--- config.mk ---
export PLATFORM = sky130hd
export DESIGN_NAME = cdc_rx
export DESIGN_NICKNAME = d
export VERILOG_FILES = /design/src/rtl/cdc_pkg.sv /design/src/rtl/cdc_sync.sv /design/src/rtl/cdc_rx.sv
export SDC_FILE = /design/constraint.sdc
export NUM_CORES = 1
export LEC_CHECK = 0
export CORE_ASPECT_RATIO = 1.1
export CORE_UTILIZATION = 45
export DETAILED_ROUTE_END_ITERATION = 8
export PLACE_DENSITY = 0.91
export RECOVER_POWER = 50
export SYNTH_ARGS = -nofsm -noshare
export SYNTH_HDL_FRONTEND = slang
export SYNTH_SLANG_ARGS = --single-unit
export TNS_END_PERCENT = 1
--- constraint.sdc ---
create_clock -name clk -period 2.82 [get_ports clk]
set_clock_uncertainty 0.1 [all_clocks]
set_input_delay 0.282 -clock clk [delete_from_list [all_inputs] [get_ports clk]]
set_output_delay 0.282 -clock clk [all_outputs]
set_load 0.01 [all_outputs]
--- src/rtl/cdc_pkg.sv ---
// Shared types and constants for the CDC handshake receiver and its helpers.
package cdc_pkg;

  typedef enum logic {
    IDLE = 1'b0,
    ACK  = 1'b1
  } cdc_rx_state_e;

  localparam int unsigned CDC_RX_FIFO_DP = 2;

endpackage

--- src/rtl/cdc_sync.sv ---
// Multi-stage 1-bit synchronizer with synchronous active-high reset (SYNC_DP >= 2).
module cdc_sync #(
  parameter int unsigned SYNC_DP = 2
) (
  input  logic clk,
  input  logic rst,
  input  logic d,
  output logic q
);

  logic [SYNC_DP-1:0] ff;

  always_ff @(posedge clk) begin
    if (rst) ff <= '0;
    else     ff <= {ff[SYNC_DP-2:0], d};
  end

  assign q = ff[SYNC_DP-1];

endmodule

--- src/rtl/cdc_rx.sv ---
// Receiving end of the 4-phase CDC handshake, re-issued as local valid/ready.
// Define CDC_RX_FIFO_EN to replace the output register with a 2-entry FIFO.
module cdc_rx
  import cdc_pkg::*;
#(
  parameter int unsigned DW      = 32,
  parameter int unsigned SYNC_DP = 2
) (
  input  logic          clk,
  input  logic          rst,
  input  logic          i_vld,
  output logic          i_rdy,
  input  logic [DW-1:0] i_dat,
  output logic          o_vld,
  input  logic          o_rdy,
  output logic [DW-1:0] o_dat
);

  logic          vld_s;
  logic          space;
  logic          capture;
  logic          pop;
  cdc_rx_state_e state;

  cdc_sync #(.SYNC_DP(SYNC_DP)) u_sync (
    .clk (clk),
    .rst (rst),
    .d   (i_vld),
    .q   (vld_s)
  );

  assign pop     = o_vld & o_rdy;
  assign capture = (state == IDLE) & vld_s & space;

`ifdef CDC_RX_FIFO_EN
  logic [1:0]    cnt;
  logic          wr_ptr;
  logic          rd_ptr;
  logic          full;
  logic [DW-1:0] mem [CDC_RX_FIFO_DP];

  assign full  = (cnt == 2'(CDC_RX_FIFO_DP));
  assign space = ~full | pop;
  assign o_vld = (cnt != 2'd0);
  assign o_dat = mem[rd_ptr];

  always_ff @(posedge clk) begin
    if (rst) begin
      cnt    <= '0;
      wr_ptr <= 1'b0;
      rd_ptr <= 1'b0;
      for (int unsigned i = 0; i < CDC_RX_FIFO_DP; i++) mem[i] <= '0;
    end else begin
      if (capture) begin
        mem[wr_ptr] <= i_dat;
        wr_ptr      <= ~wr_ptr;
      end
      if (pop) rd_ptr <= ~rd_ptr;
      cnt <= cnt + {1'b0, capture} - {1'b0, pop};
    end
  end
`else
  assign space = ~o_vld | o_rdy;

  // Capture takes priority over pop: a same-edge refill keeps o_vld high.
  always_ff @(posedge clk) begin
    if (rst) begin
      o_vld <= 1'b0;
      o_dat <= '0;
    end else if (capture) begin
      o_vld <= 1'b1;
      o_dat <= i_dat;
    end else if (pop) begin
      o_vld <= 1'b0;
    end
  end
`endif

  always_ff @(posedge clk) begin
    if (rst) begin
      state <= IDLE;
      i_rdy <= 1'b0;
    end else begin
      case (state)
        IDLE: if (capture) begin
          state <= ACK;
          i_rdy <= 1'b1;
        end
        ACK: if (!vld_s) begin
          state <= IDLE;
          i_rdy <= 1'b0;
        end
        default: begin
          state <= IDLE;
          i_rdy <= 1'b0;
        end
      endcase
    end
  end

endmodule

==> impl_metrics.csv <==
group,metric,value,unit
placed_design,hpwl,2.09,mm
global_routing,grt_use_met3,4.53,%
placed_design,io_buffers,69,
logic_synthesis,synth_compound_area_share,0.910,%
sta,fin_crit_sh,59.9,%
sta,hold_viol_final,0,
drt,drt-total-wl,3.05,mm
sta,worst_slack,1.13,ns
clock_network,numCtsBuffers,5,
global_routing,grt_pass1_vias,1185,
sta,tns,0,ns
placed_design,place.gp.congestion,0.668,
drt,drt_first_iter_violations,33,
floorplanning,coreArea,3410,µm²
critical_path,startpoint_type,"input port",
drt,antenna_left,0,
placed_design,place_inst,264,
logic_synthesis,synth-xor-area-share,0,%
global_routing,busiest_layer,"met2",
critical_path,crit_chain,"dlygate4sd3_1 -> clkbuf_2 -> nand2b_1 -> mux2i_1",
logic_synthesis,yosys.area.top_type,"dfxtp_1",
global_routing,track_usage,17.2,%
run,max_cap_viol_count,0,
logic_synthesis,postSynthCellCount,156,
drt,wire_per_inst,11.2,µm
drt,routed_via_density,4.39,
global_routing,antenna_found_initial,0,
sta,max-slew-margin-rel,40.2,%
floorplanning,core.rowCount,22,
critical_path,arrival,1.85,ns
logic_synthesis,synth_top_family_by_area,"simple AND/OR/NAND/NOR gates",
critical_path,max_stage_delay,0.54,ns
clock_network,hold_buffers,0,
critical_path,cp_max_fo,69,
logic_synthesis,ys_ff_latch,37,
global_routing,use_met1,19.0,%
logic_synthesis,ys_seq_area_share,44.9,%
clock_network,cts-root-buf,"clkbuf_4",
critical_path,critPathRequiredTime,2.98,ns
final_layout,area_growth,44.5,%
final_layout,layout-drive-gt1-share,5.80,%
final_layout,nets,259,
critical_path,criticalPathCategory,"in -> reg",
floorplanning,io-pin-count,70,
clock_network,htree_levels,2,
critical_path,crit_slowest_cell,"dlygate4sd3_1",
drt,vias,1193,
logic_synthesis,syn-num-nets,192,
clock_network,clk_latency,0.33,ns
floorplanning,die_area,3910,µm²
critical_path,critPathCaptureType,"flop",
logic_synthesis,synth-simple-area-share,28.5,%
sta,setup_viol,0,
global_routing,grt_max_degree,70,
logic_synthesis,synth.area.mux_share,19.4,%
floorplanning,die_w,59.7,µm
status,status,"finished clean",
clock_network,cts_tree,"yes",
floorplanning,initial_utilization,48.3,%
logic_synthesis,avgSynthCellArea,10.6,µm²
sta,layout_min_cycle_time,1.69,ns
sta,rsz0062_at_grt,"no",
logic_synthesis,synth_area_leaders,"dfxtp_1 45%, nand2b_1 24%, mux2i_1 19%",
floorplanning,die_y,65.5,µm
logic_synthesis,yosys.cell_types.count,16,
drt,drc_errors,0,
logic_synthesis,yosysTopAreaCellShare,44.9,%
global_routing,grt.met2_usage,29.2,%
power,p_leak,0.850,nW
drt,drt_pre_antenna_iters,4,
final_layout,n_antenna_cell,0,
final_layout,fill_cells,292,
sta,max_freq,592,MHz
logic_synthesis,synthesis.area,1650,µm²
sta,slew_viol_final,0,
clock_network,cts_sinks,37,
final_layout,fin_cells,272,
hold_path,whs_path_depth,1,
clock_network,cts_resized,0,
clock_network,clk_pin_slew_worst_paths,0.11,ns
global_routing,grt_pass1_wl,4.99,mm
logic_synthesis,synthAdderAreaFrac,0,%
clock_network,cts_setup_buffers,0,
clock_network,cts_buffer_depth,2,
placed_design,dp_slack,0.924,ns
critical_path,worstRegToRegCells,4,
sta,worst_slew_pin_slew,0.897,ns
power,peakVddDrop,0.348,mV
global_routing,overflow,0,
logic_synthesis,yosys_warnings,0,
power,powerDensity,430,nW/µm²
hold_path,hp-class,"reg -> reg",
cells in the final DEF (no fill, tap or decap):
cell type / Yosys / layout
a21oi_1: 2 / 2
buf_4: 0 / 1
clkbuf_2: 0 / 1
clkbuf_4: 0 / 5
clkbuf_8: 0 / 2
clkdlybuf4s50_1: 0 / 68
clkinv_2: 0 / 1
dfxtp_1: 37 / 37
dlygate4sd3_1: 0 / 1
inv_1: 1 / 1
mux2i_1: 32 / 32
nand2b_1: 64 / 64
nand2b_4: 2 / 2
nand3_1: 1 / 1
nor2_1: 1 / 1
nor2b_1: 2 / 2
nor2b_4: 1 / 1
nor3b_1: 1 / 1
o21ai_0: 1 / 1
per-layer routing:
layer  routed length (µm)  share of wire (%)
met4                   27               0.88
met2                 1490                 49
met1                 1360                 45
met5                    0                  0
met3                  169                5.5
worst max-delay path, delay by kind of cell:
kind	cells	cell delay [ns]
AND/OR/NAND/NOR	1	0.34
buffers and inverters	2	1.06
multiplexers	1	0.15
sequential cells by signal, indices dropped and copies added, names as in the netlist:
signal,cells
i_rdy,1
o_dat,32
o_vld,1
state,1
u_sync.ff,2
path summary, 6_finish.rpt:
| kind | from | end | slack [ns] |
|---|---|---|---|
| min reg2reg | u_sync.ff[0]$_SDFF_PP0_ | u_sync.ff[1]$_SDFF_PP0_ | 0.36 |
| max reg2reg | u_sync.ff[1]$_SDFF_PP0_ | o_dat[29]$_SDFFE_PP0P_ | 1.31 |
| max | rst | o_dat[29]$_SDFFE_PP0P_ | 1.13 |
| min | u_sync.ff[0]$_SDFF_PP0_ | u_sync.ff[1]$_SDFF_PP0_ | 0.36 |
cell usage after synthesis:
master,count
nand2b_1,64
dfxtp_1,37
mux2i_1,32
clkbuf_1,6
buf_12,3
a21oi_1,2
nand2b_4,2
nor2b_1,2
buf_2,1
buf_6,1
inv_1,1
nand3_1,1
nor2_1,1
nor2b_4,1
nor3b_1,1
o21ai_0,1
cell type report:
| class | instances | area (µm²) | share of cell area, % |
|---|---|---|---|
| multi-input cells | 107 | 806 | 33.8 |
| clock inverters | 1 | 5.00 | 0.210 |
| well taps | 48 | 60.1 | 2.52 |
| clock buffers | 7 | 65.1 | 2.73 |
| inverters | 1 | 3.75 | 0.157 |
| flip-flops and latches | 37 | 741 | 31.1 |
| repair buffers | 71 | 703 | 29.5 |
through the flow:
stage / total power, W / cell area (µm²) / utilization [%] / hold slack (ns)
6_report: 0.00102 / 2380 / 69.8 / 0.358
3_5_place_dp: 0.000727 / 2320 / 67.9 / 0.338
2_1_floorplan: 0.000642 / 1650 / - / 0.310
4_1_cts: 0.00104 / 2390 / 69.9 / 0.360
3_3_place_gp: 0.000724 / 2320 / 67.9 / 0.320
5_1_grt: 0.00108 / 2380 / 69.8 / 0.374
power by group:
part	internal (W)	switching [W]	leakage, nW
combinational	0.000107	0.0000536	0.508
sequential	0.000542	0.0000106	0.301
clock	0.000145	0.000167	0.0413
total	0.000794	0.000231	0.850
cell families after synthesis:
family / count (synthesis)
AND/OR/NAND/NOR: 72
flip-flops: 37
multiplexers: 32
buffers and inverters: 12
AO/OA/AOI/OAI: 3
Power figures use the tool's default switching activity.
